<file path="src/rtl/luma_binarizer_adaptive.sv">
// Local-mean adaptive luma binarizer: 8-bit pixel stream in, 1-bit bar/space stream out (1 = dark).
// Optional majority-of-three despeckle filter enabled by defining BINARIZER_DESPECKLE_EN.
module luma_binarizer_adaptive #(
    parameter int WIN_LOG2      = 4,
    parameter int OFFSET        = 8,
    parameter int FIX_THRESHOLD = 128
) (
    input  logic       iClk,
    input  logic       iRst,
    input  logic       iPixelSync,
    input  logic       iPixelActive,
    input  logic [7:0] iPixelLuma,
    output logic       oPixelSync,
    output logic       oPixelActive,
    output logic       oPixelData
);
    localparam int WIN   = 1 << WIN_LOG2;
    localparam int HALF  = WIN / 2;
    localparam int SUM_W = 8 + WIN_LOG2;
    localparam int CNT_W = WIN_LOG2 + 1;

    logic             r_inSync;
    logic             r_inActive;
    logic [7:0]       r_inLuma;
    logic [7:0]       r_lumaSh [WIN];
    logic [WIN-1:0]   r_actSh;
    logic [HALF-1:0]  r_syncSh;
    logic [SUM_W-1:0] r_sum;
    logic [CNT_W-1:0] r_count;
    logic             r_cmpSync;
    logic             r_cmpActive;
    logic             r_cmpDark;

    logic [SUM_W-1:0] w_addLuma;
    logic [SUM_W-1:0] w_dropLuma;
    logic [SUM_W-1:0] w_sumNext;
    logic [CNT_W-1:0] w_countNext;
    logic [SUM_W-1:0] w_mean;
    logic [SUM_W-1:0] w_centreOffset;
    logic [7:0]       w_centre;
    logic             w_centreActive;
    logic             w_full;
    logic             w_dark;

    // Only active samples enter or leave the window, so blanking leaves no residue between lines.
    assign w_addLuma   = r_inActive ? SUM_W'(r_inLuma) : '0;
    assign w_dropLuma  = r_actSh[WIN-1] ? SUM_W'(r_lumaSh[WIN-1]) : '0;
    assign w_sumNext   = r_sum + w_addLuma - w_dropLuma;
    assign w_countNext = r_count + CNT_W'(r_inActive) - CNT_W'(r_actSh[WIN-1]);

    // r_lumaSh[0] is the newest sample; the pixel being judged sits HALF-1 places behind it.
    assign w_centre       = r_lumaSh[HALF-1];
    assign w_centreActive = r_actSh[HALF-1];
    assign w_mean         = r_sum >> WIN_LOG2;
    assign w_centreOffset = SUM_W'(w_centre) + SUM_W'(OFFSET);
    assign w_full         = (r_count == CNT_W'(WIN));
    assign w_dark         = w_centreActive &
                            (w_full ? (w_centreOffset < w_mean)
                                    : ({1'b0, w_centre} < 9'(FIX_THRESHOLD)));

    always_ff @(posedge iClk) begin
        if (!iRst) begin
            r_inSync    <= 1'b0;
            r_inActive  <= 1'b0;
            r_inLuma    <= '0;
            for (int i = 0; i < WIN; i++) begin
                r_lumaSh[i] <= '0;
            end
            r_actSh     <= '0;
            r_syncSh    <= '0;
            r_sum       <= '0;
            r_count     <= '0;
            r_cmpSync   <= 1'b0;
            r_cmpActive <= 1'b0;
            r_cmpDark   <= 1'b0;
        end else begin
            r_inSync    <= iPixelSync;
            r_inActive  <= iPixelActive;
            r_inLuma    <= iPixelLuma;
            r_lumaSh[0] <= r_inLuma;
            for (int i = 1; i < WIN; i++) begin
                r_lumaSh[i] <= r_lumaSh[i-1];
            end
            r_actSh     <= {r_actSh[WIN-2:0], r_inActive};
            r_syncSh    <= {r_syncSh[HALF-2:0], r_inSync};
            r_sum       <= w_sumNext;
            r_count     <= w_countNext;
            r_cmpSync   <= r_syncSh[HALF-1];
            r_cmpActive <= w_centreActive;
            r_cmpDark   <= w_dark;
        end
    end

`ifdef BINARIZER_DESPECKLE_EN
    logic r_prevDark;
    logic r_prevActive;
    logic r_outSync;
    logic r_outActive;
    logic r_outData;
    logic w_prevVal;
    logic w_nextVal;
    logic w_majority;

    // The next pixel is the unregistered compare result; inactive neighbours borrow the centre value.
    assign w_prevVal  = r_prevActive ? r_prevDark : r_cmpDark;
    assign w_nextVal  = w_centreActive ? w_dark : r_cmpDark;
    assign w_majority = (w_prevVal & r_cmpDark) | (w_prevVal & w_nextVal) | (r_cmpDark & w_nextVal);

    always_ff @(posedge iClk) begin
        if (!iRst) begin
            r_prevDark   <= 1'b0;
            r_prevActive <= 1'b0;
            r_outSync    <= 1'b0;
            r_outActive  <= 1'b0;
            r_outData    <= 1'b0;
        end else begin
            r_prevDark   <= r_cmpDark;
            r_prevActive <= r_cmpActive;
            r_outSync    <= r_cmpSync;
            r_outActive  <= r_cmpActive;
            r_outData    <= r_cmpActive & w_majority;
        end
    end

    assign oPixelSync   = r_outSync;
    assign oPixelActive = r_outActive;
    assign oPixelData   = r_outData;
`else
    assign oPixelSync   = r_cmpSync;
    assign oPixelActive = r_cmpActive;
    assign oPixelData   = r_cmpDark;
`endif

endmodule
</file>
<file path="config.mk">
export PLATFORM = sky130hd
export DESIGN_NAME = luma_binarizer_adaptive
export DESIGN_NICKNAME = d
export VERILOG_FILES = /design/src/rtl/luma_binarizer_adaptive.sv
export SDC_FILE = /design/constraint.sdc
export NUM_CORES = 1
export LEC_CHECK = 0
export CAP_MARGIN = 30
export CORE_MARGIN = 8
export CORE_UTILIZATION = 53
export DETAILED_ROUTE_END_ITERATION = 16
export PLACE_DENSITY = 0.78
export SYNTH_ARGS = -nofsm -noshare
export SYNTH_HDL_FRONTEND = slang
export SYNTH_SLANG_ARGS = --single-unit
</file>
<file path="constraint.sdc">
create_clock -name iClk -period 5.67 [get_ports iClk]
set_input_delay 1.134 -clock iClk [delete_from_list [all_inputs] [get_ports iClk]]
set_output_delay 1.134 -clock iClk [all_outputs]
set_load 0.05 [all_outputs]
</file>
**Yosys cells after proc, flatten, opt, wreduce, memory -nomap -nowiden**

Memories as Yosys holds them, arrays and structs flattened.
Cells that the tools add are included.

- $add $sub $neg: 5
- Multipliers: 0
- Bitwise operators: 17
- Muxes and demuxes: 21
- Magnitude comparators: 2
- Reductions and logical operators: 0
- Shift operators: 0
- Divide/modulo/power cells: 0
- Eq/ne operators: 1

Operators with widths:

| operator | number |
|---|---|
| $mux W8 | 18 |
| $or A1 B1 Y1 | 16 |
| $add A12 B8 Y12 | 1 |
| $sub A12 B8 Y12 | 1 |
| $add A8 B4 Y9 const B | 1 |
| $lt A9 B8 Y1 | 1 |
| $lt A8 B8 Y1 const B | 1 |
| $add A5 B1 Y5 | 1 |
| $eq A5 B5 Y1 const B | 1 |
| $sub A5 B1 Y5 | 1 |
| $mux W1 | 3 |
| $and A1 B1 Y1 | 1 |

- Memory bits (writable): 128
- Flip-flop bits (word level): 54
- Input bits: 12
- Memories: 1
- Logic and storage cells: 57
- Latch bits: 0
- Bits in read-only memories: 0

Memories:

| memory | words | bits a word | read ports | clocked after Yosys merged registers in | write ports | RTL line | text |
|---|---|---|---|---|---|---|---|
| r_lumaSh | 16 | 8 | 16 | 0 | 16 | 25 | `logic [7:0] r_lumaSh [WIN];` |

**Longest topological paths before layout**

Gate-level depths: netlist of the first run.
An unclocked memory read counts as a cell.

- Word-level depth: 5
- Mapped depth: 11
- Gate-level depth less buffers: 11

**Worst setup path after synthesis of the first run**

No wires, ideal clock.

- Path type: register to register
- Start point: reg r_inActive
- End point: reg r_sum[8]
- Path slack: 3.004 ns
- Stages on the path, launching flop included: 11
- Buffers on the path: 1
- Library setup time: 0.115 ns
- Data required time: 5.555 ns
- Clock period less this slack: 2.666 ns
- Data arrival time: 2.552 ns
- Cell sequence: dfxtp_1 > clkbuf_1 > nand2_1 > fa_1 > inv_1 > fa_1 > a211oi_2 > o21ai_1 > a311oi_1 > xnor2_1 > and2_1

- Longest elaborated chain between the ends: 3

Ends and longest elaborated chain:

| what | RTL line | text |
|---|---|---|
| start, declared | 23 | `logic r_inActive;` |
| start signal, assigned | 78 | `r_inActive <= iPixelActive;` |
| $mux W8 | 46 | `assign w_addLuma = r_inActive ? SUM_W'(r_inLuma) : '0;` |
| $add A12 B8 Y12 | 48 | `assign w_sumNext = r_sum + w_addLuma - w_dropLuma;` |
| $sub A12 B8 Y12 | 48 |  |
| end signal, assigned | 86 | `r_sum <= w_sumNext;` |
| end, declared | 28 | `logic [SUM_W-1:0] r_sum;` |

Every way passes these cells.
A chain may end at the register's enable or synchronous reset.

**Worst setup path after layout of the first run**

Ends and elaborated chain as after synthesis.

==> impl_metrics.xml, run 1 <==
<?xml version="1.0" encoding="UTF-8"?>
<metrics>
  <group name="outcome">
    <metric name="status" unit="">finished clean</metric>
  </group>
  <group name="worst_hold_path">
    <metric name="hold-path-endpoint" unit="">r_lumaSh[0][31]</metric>
    <metric name="cell_depth_of_the_worst_hold_path" unit="">1</metric>
    <metric name="min_delay_worst_type" unit="">flop to flop</metric>
    <metric name="hold_path_startpoint" unit="">r_lumaSh[0][23]</metric>
  </group>
  <group name="floorplan">
    <metric name="boundaryPins" unit="">15</metric>
    <metric name="die_y" unit="um">122.8</metric>
    <metric name="x_dimension_of_the_die" unit="um">122.8</metric>
    <metric name="rows" unit="">39</metric>
    <metric name="floorplan.die_area" unit="mm^2">0.01508</metric>
    <metric name="floorplan.initialDensity" unit="">0.5364</metric>
    <metric name="core_area" unit="mm^2">0.01127</metric>
  </group>
  <group name="clocking">
    <metric name="cts_root_buf" unit="">clkbuf_16</metric>
    <metric name="clock_path_buffers" unit="">2</metric>
    <metric name="post_cts_hold_buffer_count" unit="">0</metric>
    <metric name="postCtsSetupBuffers" unit="">0</metric>
    <metric name="cts_made_buffers" unit="">17</metric>
    <metric name="cts-resized-gates" unit="">0</metric>
    <metric name="clk_latency" unit="ns">0.43</metric>
    <metric name="clock_sink_count" unit="">181</metric>
    <metric name="clock_tree.htree_level_count" unit="">4</metric>
    <metric name="cts.clk_slew.worst_paths" unit="ns">0.07</metric>
    <metric name="cts_tree" unit="">built</metric>
  </group>
  <group name="synthesis">
    <metric name="synth_top_area_share" unit="">0.5993</metric>
    <metric name="synth_area" unit="mm^2">0.006046</metric>
    <metric name="synth_fp_nets" unit="">590</metric>
    <metric name="ys_seq_elements" unit="">181</metric>
    <metric name="synthesis.instances" unit="">543</metric>
    <metric name="synth.avg_cell_area" unit="um^2">11.13</metric>
    <metric name="dominant_cells_by_area_after_synthesis" unit="">dfxtp_1, and2_1, ha_1</metric>
    <metric name="yosysTopAreaCell" unit="">dfxtp_1</metric>
    <metric name="synthDistinctLibCells" unit="">34</metric>
    <metric name="ys.warnings.count" unit="">0</metric>
    <metric name="synth-seq-area-share" unit="">0.5993</metric>
  </group>
  <group name="layout">
    <metric name="fraction_of_layout_cells_with_a_size_suffix_above_1" unit="">0.06690</metric>
    <metric name="layout_commonest_cell" unit="">and2_1</metric>
    <metric name="layout.nets" unit="">604</metric>
    <metric name="final_cell_mix" unit="">and2_1, dfxtp_1, inv_1, ha_1, clkbuf_16</metric>
    <metric name="area.growth.synth_to_final" unit="%">13.91</metric>
    <metric name="final_cell_area" unit="mm^2">0.006887</metric>
    <metric name="antenna_cells" unit="">0</metric>
  </group>
  <group name="worst_setup_path">
    <metric name="startpoint_type" unit="">flop</metric>
    <metric name="reg2reg_from" unit="">r_inActive</metric>
    <metric name="r2r_setup_slack" unit="ns">2.84</metric>
    <metric name="critical_path_required" unit="ns">5.99</metric>
    <metric name="timing.setup.critical_path_class" unit="">flop to flop</metric>
    <metric name="r2r.worst_path.cells" unit="">9</metric>
    <metric name="crit_path_end_kind" unit="">flop</metric>
    <metric name="critical_path.max_fanout" unit="">10</metric>
    <metric name="regToRegEndpoint" unit="">r_sum[8]</metric>
    <metric name="arrival" unit="ns">3.15</metric>
  </group>
  <group name="sta">
    <metric name="clock-skew-final" unit="ns">0.007628</metric>
    <metric name="worst_slew_slack_as_a_fraction_of_its_limit" unit="">0.4594</metric>
    <metric name="setup_violations" unit="">0</metric>
    <metric name="rsz0062_at_grt" unit="">no</metric>
    <metric name="min_period_over_period" unit="">0.4991</metric>
    <metric name="timing.final.hold_violations" unit="">0</metric>
    <metric name="worst_pin_slew" unit="ns">0.8108</metric>
    <metric name="min_period" unit="ns">2.830</metric>
    <metric name="count_of_pins_over_their_slew_limit" unit="">0</metric>
    <metric name="max_freq" unit="MHz">353.4</metric>
    <metric name="setup_tns" unit="ns">0</metric>
  </group>
  <group name="grt">
    <metric name="first_global_vias" unit="">3408</metric>
    <metric name="grt_max_degree" unit="">124</metric>
    <metric name="globalRoute.totalOverflow" unit="">0</metric>
    <metric name="grt_pass1_wl" unit="um">15730</metric>
    <metric name="grt_antenna_before_repair" unit="">0</metric>
    <metric name="grt_util_all_layers" unit="">0.1378</metric>
  </group>
  <group name="placement">
    <metric name="routabilityCongestion" unit="">0.8510</metric>
    <metric name="dpl.hpwl" unit="um">5943</metric>
    <metric name="place_area" unit="mm^2">0.006295</metric>
    <metric name="io_buffer_count" unit="">14</metric>
  </group>
  <group name="drt">
    <metric name="detail_route_antenna_nets" unit="">0</metric>
    <metric name="drt-total-wl" unit="um">9029</metric>
    <metric name="post-route-drc-count" unit="">0</metric>
    <metric name="detailedRoute.firstIterationViolations" unit="">161</metric>
    <metric name="vias" unit="">3346</metric>
    <metric name="detail_route.first_pass.iterations" unit="">4</metric>
    <metric name="route.detailed.vias_per_inst" unit="">4.706</metric>
    <metric name="drt-wirelength-per-cell" unit="um">12.70</metric>
  </group>
  <group name="pwr">
    <metric name="power.ir.vdd_worst" unit="V">0.0002930</metric>
    <metric name="power.density" unit="mW/mm^2">447.2</metric>
    <metric name="totalPowerFinal" unit="mW">3.080</metric>
    <metric name="power.static_leakage" unit="nW">2.963</metric>
  </group>
  <group name="job">
    <metric name="maxCapViolCount" unit="">0</metric>
  </group>
</metrics>
[synth_stat cells]
master / instances
o211ai_1: 2
nand3_1: 7
a31o_2: 1
a21o_1: 5
o31a_1: 1
dfxtp_1: 181
xor2_1: 4
a31oi_1: 2
nor3_2: 1
or3_1: 2
a21boi_0: 1
a311oi_1: 1
and3_1: 5
fa_1: 9
a21oi_1: 11
and4_1: 1
o32ai_1: 1
a211oi_2: 1
a21oi_2: 2
and3b_1: 2
and2_1: 182
a221o_1: 1
and4_4: 1
a211oi_1: 1
nand4_1: 1
o21ai_1: 2
o21ai_0: 5
nor2b_1: 2
clkbuf_1: 20
ha_1: 26
inv_1: 39
nor2_1: 3
nand2_1: 11
xnor2_1: 9
[kinds of logic (layout without fill, tap and decap cells)]
group	Yosys count	after routing	share of synthesized area
XOR/XNOR	13	13	0.01883
buffers and inverters	59	84	0.03663
AO/OA/AOI/OAI	37	37	0.04056
AND/OR/NAND/NOR	218	218	0.2210
flip-flops	181	181	0.5993
adder cells (fa/ha/maj)	35	35	0.08361
[power by group]
part           internal, mW  switching (mW)
combinational         0.270           0.312
clock                 0.682           0.473
sequential             1.32          0.0205
total                  2.27           0.805
[worst max-delay path by stage]
stage	end	slack, ns	cells after the start	startpoint
floorplan	r_sum[8]	3.00	10	r_inActive
detailed placement	r_sum[8]	2.88	9	r_inActive
global placement	r_sum[8]	2.97	9	r_inActive
CTS	r_sum[8]	2.86	9	r_inActive
finish	r_sum[8]	2.84	9	r_inActive
global route	r_sum[8]	2.65	9	r_inActive
[stage by stage]
stage	util	cells	hold slack (ns)	setup slack [ns]
2_1_floorplan	-	543	0.4119	3.004
3_3_place_gp	0.5584	681	0.4136	2.966
3_5_place_dp	0.5584	681	0.4185	2.882
4_1_cts	0.6109	711	0.4316	2.859
5_1_grt	0.6109	711	0.4442	2.654
6_report	0.6109	711	0.4300	2.840
[worst max-delay path: stages, from the launching register on]
cell	delay [ns]
dfxtp_1	0.51
nand2_1	0.12
fa_1	0.50
inv_1	0.07
fa_1	0.50
a211oi_2	0.30
o21ai_1	0.13
a311oi_1	0.34
xnor2_1	0.10
and2_1	0.15
[final cells by class]
class / instances / area, um^2
fillers: 897 / 4385
flip-flops and latches: 181 / 3623
multi-input cells: 303 / 2201
clock buffers: 20 / 466.7
well taps: 143 / 178.9
inverters: 39 / 146.4
repair buffers: 15 / 145.1
clock inverters: 10 / 125.1
[registers in the layout, indices dropped and copies added, names as in the netlist]
register and flops:
oPixelSync 1, r_count 5, r_inLuma 8, r_sum 12, oPixelData 1, r_inActive 1
r_syncSh 8, r_actSh 16, r_lumaSh 128, r_inSync 1
[routing by layer]
layer	share of wire	GRT usage	wire length, um
met5	0	0	0
met4	0.026	0.08225	233
met3	0.040	0.05382	364
met2	0.45	0.2151	4048
met1	0.49	0.1575	4382
(Power assumes the default switching activity.)
==> run 2: changes to the inputs <==
PLACE_DENSITY = 0.81   (was 0.78)
clock period = 2.5 ns   (was 5.67 ns; I/O delays follow)
==> impl_metrics.xml, run 2 (synthesized netlist as in run 1, its figures left out) <==
<?xml version="1.0" encoding="UTF-8"?>
<metrics>
  <group name="sta">
    <metric name="timing.final.hold_violations" unit="">0</metric>
    <metric name="min_period_over_period" unit="">0.9882</metric>
    <metric name="max_freq" unit="MHz">404.8</metric>
    <metric name="setup_tns" unit="ns">0</metric>
    <metric name="setup_violations" unit="">0</metric>
    <metric name="count_of_pins_over_their_slew_limit" unit="">0</metric>
    <metric name="worst_pin_slew" unit="ns">0.4950</metric>
    <metric name="clock-skew-final" unit="ns">0.009523</metric>
    <metric name="min_period" unit="ns">2.470</metric>
    <metric name="worst_slew_slack_as_a_fraction_of_its_limit" unit="">0.6689</metric>
    <metric name="rsz0062_at_grt" unit="">yes</metric>
    <metric name="hold_slack" unit="ns">0.4290</metric>
  </group>
  <group name="pwr">
    <metric name="power.density" unit="mW/mm^2">1071</metric>
    <metric name="totalPowerFinal" unit="mW">7.707</metric>
    <metric name="power.ir.vdd_worst" unit="V">0.0006122</metric>
    <metric name="power.static_leakage" unit="nW">3.087</metric>
  </group>
  <group name="worst_hold_path">
    <metric name="min_delay_worst_type" unit="">flop to flop</metric>
  </group>
  <group name="layout">
    <metric name="area.growth.synth_to_final" unit="%">18.98</metric>
    <metric name="layout.nets" unit="">618</metric>
    <metric name="register_area" unit="mm^2">0.003631</metric>
    <metric name="final_cell_area" unit="mm^2">0.007193</metric>
    <metric name="largest_register_ffs" unit="">128</metric>
    <metric name="largest_register" unit="">r_lumaSh</metric>
    <metric name="final_cell_mix" unit="">and2_1, dfxtp_1, inv_1, ha_1, clkbuf_16</metric>
    <metric name="fillerInstances" unit="">850</metric>
    <metric name="fraction_of_layout_cells_with_a_size_suffix_above_1" unit="">0.1164</metric>
    <metric name="multiInputGateArea" unit="mm^2">0.002303</metric>
    <metric name="reg.largest.list" unit="">r_lumaSh (128), r_actSh (16), r_sum (12)</metric>
    <metric name="antenna_cells" unit="">0</metric>
    <metric name="layout_commonest_cell" unit="">and2_1</metric>
  </group>
  <group name="drt">
    <metric name="post-route-drc-count" unit="">0</metric>
    <metric name="drt-total-wl" unit="um">9516</metric>
    <metric name="drt-wirelength-per-cell" unit="um">13.09</metric>
    <metric name="route.detailed.vias_per_inst" unit="">4.700</metric>
    <metric name="vias" unit="">3417</metric>
    <metric name="detail_route.first_pass.iterations" unit="">4</metric>
    <metric name="detail_route_antenna_nets" unit="">0</metric>
    <metric name="detailedRoute.firstIterationViolations" unit="">151</metric>
  </group>
  <group name="floorplan">
    <metric name="x_dimension_of_the_die" unit="um">122.8</metric>
    <metric name="floorplan.die_area" unit="mm^2">0.01508</metric>
    <metric name="floorplan.initialDensity" unit="">0.5364</metric>
    <metric name="die_y" unit="um">122.8</metric>
    <metric name="rows" unit="">39</metric>
    <metric name="core_area" unit="mm^2">0.01127</metric>
    <metric name="boundaryPins" unit="">15</metric>
  </group>
  <group name="clocking">
    <metric name="post_cts_hold_buffer_count" unit="">0</metric>
    <metric name="clock_path_buffers" unit="">2</metric>
    <metric name="cts_root_buf" unit="">clkbuf_16</metric>
    <metric name="cts_tree" unit="">built</metric>
    <metric name="clk_latency" unit="ns">0.42</metric>
    <metric name="cts_made_buffers" unit="">17</metric>
    <metric name="clock_tree.htree_level_count" unit="">4</metric>
    <metric name="cts.clk_slew.worst_paths" unit="ns">0.06</metric>
    <metric name="clock_sink_count" unit="">181</metric>
  </group>
  <group name="grt">
    <metric name="grt_antenna_before_repair" unit="">0</metric>
    <metric name="grt_max_degree" unit="">70</metric>
    <metric name="first_global_vias" unit="">3499</metric>
    <metric name="globalRoute.totalOverflow" unit="">0</metric>
    <metric name="grt_util_all_layers" unit="">0.1385</metric>
    <metric name="grt_pass1_wl" unit="um">16030</metric>
  </group>
  <group name="placement">
    <metric name="io_buffer_count" unit="">14</metric>
    <metric name="routabilityCongestion" unit="">0.7851</metric>
    <metric name="place_area" unit="mm^2">0.006390</metric>
    <metric name="dpl.hpwl" unit="um">5824</metric>
  </group>
  <group name="worst_setup_path">
    <metric name="setup.worst_path.start" unit="">r_actSh[15]</metric>
    <metric name="worst_setup_path_endpoint" unit="">r_sum[5]</metric>
    <metric name="reg2reg_from" unit="">r_actSh[15]</metric>
    <metric name="crit_path_end_kind" unit="">flop</metric>
    <metric name="crit_path_cell_trace" unit="">and2_1, fa_1, inv_2, ha_1, a21o_1, a221o_1, or3_1, and3_1</metric>
    <metric name="r2r_setup_slack" unit="ns">0.03</metric>
    <metric name="timing.setup.critical_path_class" unit="">flop to flop</metric>
    <metric name="critical-path-slowest-cell" unit="">fa_1</metric>
    <metric name="r2r.worst_path.cells" unit="">8</metric>
    <metric name="startpoint_type" unit="">flop</metric>
    <metric name="critical_path.max_fanout" unit="">7</metric>
    <metric name="slowest_delay" unit="ns">0.50</metric>
    <metric name="arrival" unit="ns">2.78</metric>
    <metric name="critical_path_required" unit="ns">2.81</metric>
    <metric name="regToRegEndpoint" unit="">r_sum[5]</metric>
  </group>
  <group name="outcome">
    <metric name="status" unit="">finished clean</metric>
  </group>
  <group name="job">
    <metric name="maxCapViolCount" unit="">0</metric>
  </group>
</metrics>
run 2: cell types whose count changed in the layout (fill, tap and decap cells not counted), sizes merged:
cell      previous run  this run
buf                  2        16
bufinv               2         6
clkinvlp             4         1
inv                 40        41
run 2: layout make-up:
| class | count | area share |
|---|---|---|
| Multi-Input combinational cell | 303 | 0.3202 |
| Clock inverter | 12 | 0.03114 |
| Timing Repair Buffer | 29 | 0.03653 |
| Clock buffer | 20 | 0.06210 |
| Inverter | 39 | 0.02035 |
| Sequential cell | 181 | 0.5048 |
| Tap cell | 143 | 0.02487 |
run 2: critical path: cells and delay by family, from the launching register on:
| kind | cells | cell delay, ns |
|---|---|---|
| flip-flops | 1 | 0.36 |
| AO/OA/AOI/OAI | 2 | 0.54 |
| buffers and inverters | 1 | 0.05 |
| AND/OR/NAND/NOR | 3 | 0.61 |
| adder cells (fa/ha/maj) | 2 | 0.79 |
run 2: how the worst min path moves through the flow:
stage	cells after the start	startpoint	end
floorplan	1	r_syncSh[7]	oPixelSync
global placement	1	r_lumaSh[0][22]	r_lumaSh[0][30]
detailed placement	1	r_lumaSh[0][38]	r_lumaSh[0][46]
CTS	1	r_lumaSh[0][35]	r_lumaSh[0][43]
global route	1	r_lumaSh[0][82]	r_lumaSh[0][90]
finish	1	r_lumaSh[0][35]	r_lumaSh[0][43]
run 2: repair_timing:
action	CTS	global route
setup buffers	2	1
gates resized for setup	11	11
cloned	0	0
setup endpoints to repair	7	7
pin swaps	10	3
endpoints found under the hold margin	0	0
run 2: power breakdown:
part / internal, mW / total (mW) / leakage [nW] / switching, mW
logic: 0.831 / 1.70 / 1.29 / 0.868
registers: 3.00 / 3.05 / 1.47 / 0.0477
clock network: 1.91 / 2.96 / 0.325 / 1.06
run 2: per-stage QoR:
| step | setup WS (ns) | std cells | utilization |
|---|---|---|---|
| floorplan | 0.007529 | 543 | - |
| global placement | -0.06121 | 692 | 0.5669 |
| detailed placement | -0.1468 | 692 | 0.5669 |
| CTS | 0.001487 | 726 | 0.6319 |
| global route | -0.08206 | 727 | 0.6381 |
| finish | 0.02959 | 727 | 0.6381 |
run 2: layer usage:
| metal | track usage | up-vias | share of wire |
|---|---|---|---|
| met5 | 0 | - | 0 |
| met4 | 0.08302 | 0 | 0.029 |
| met3 | 0.04140 | 25 | 0.030 |
| met2 | 0.2212 | 51 | 0.46 |
| met1 | 0.1620 | 1591 | 0.48 |
| li1 | - | 1750 | - |
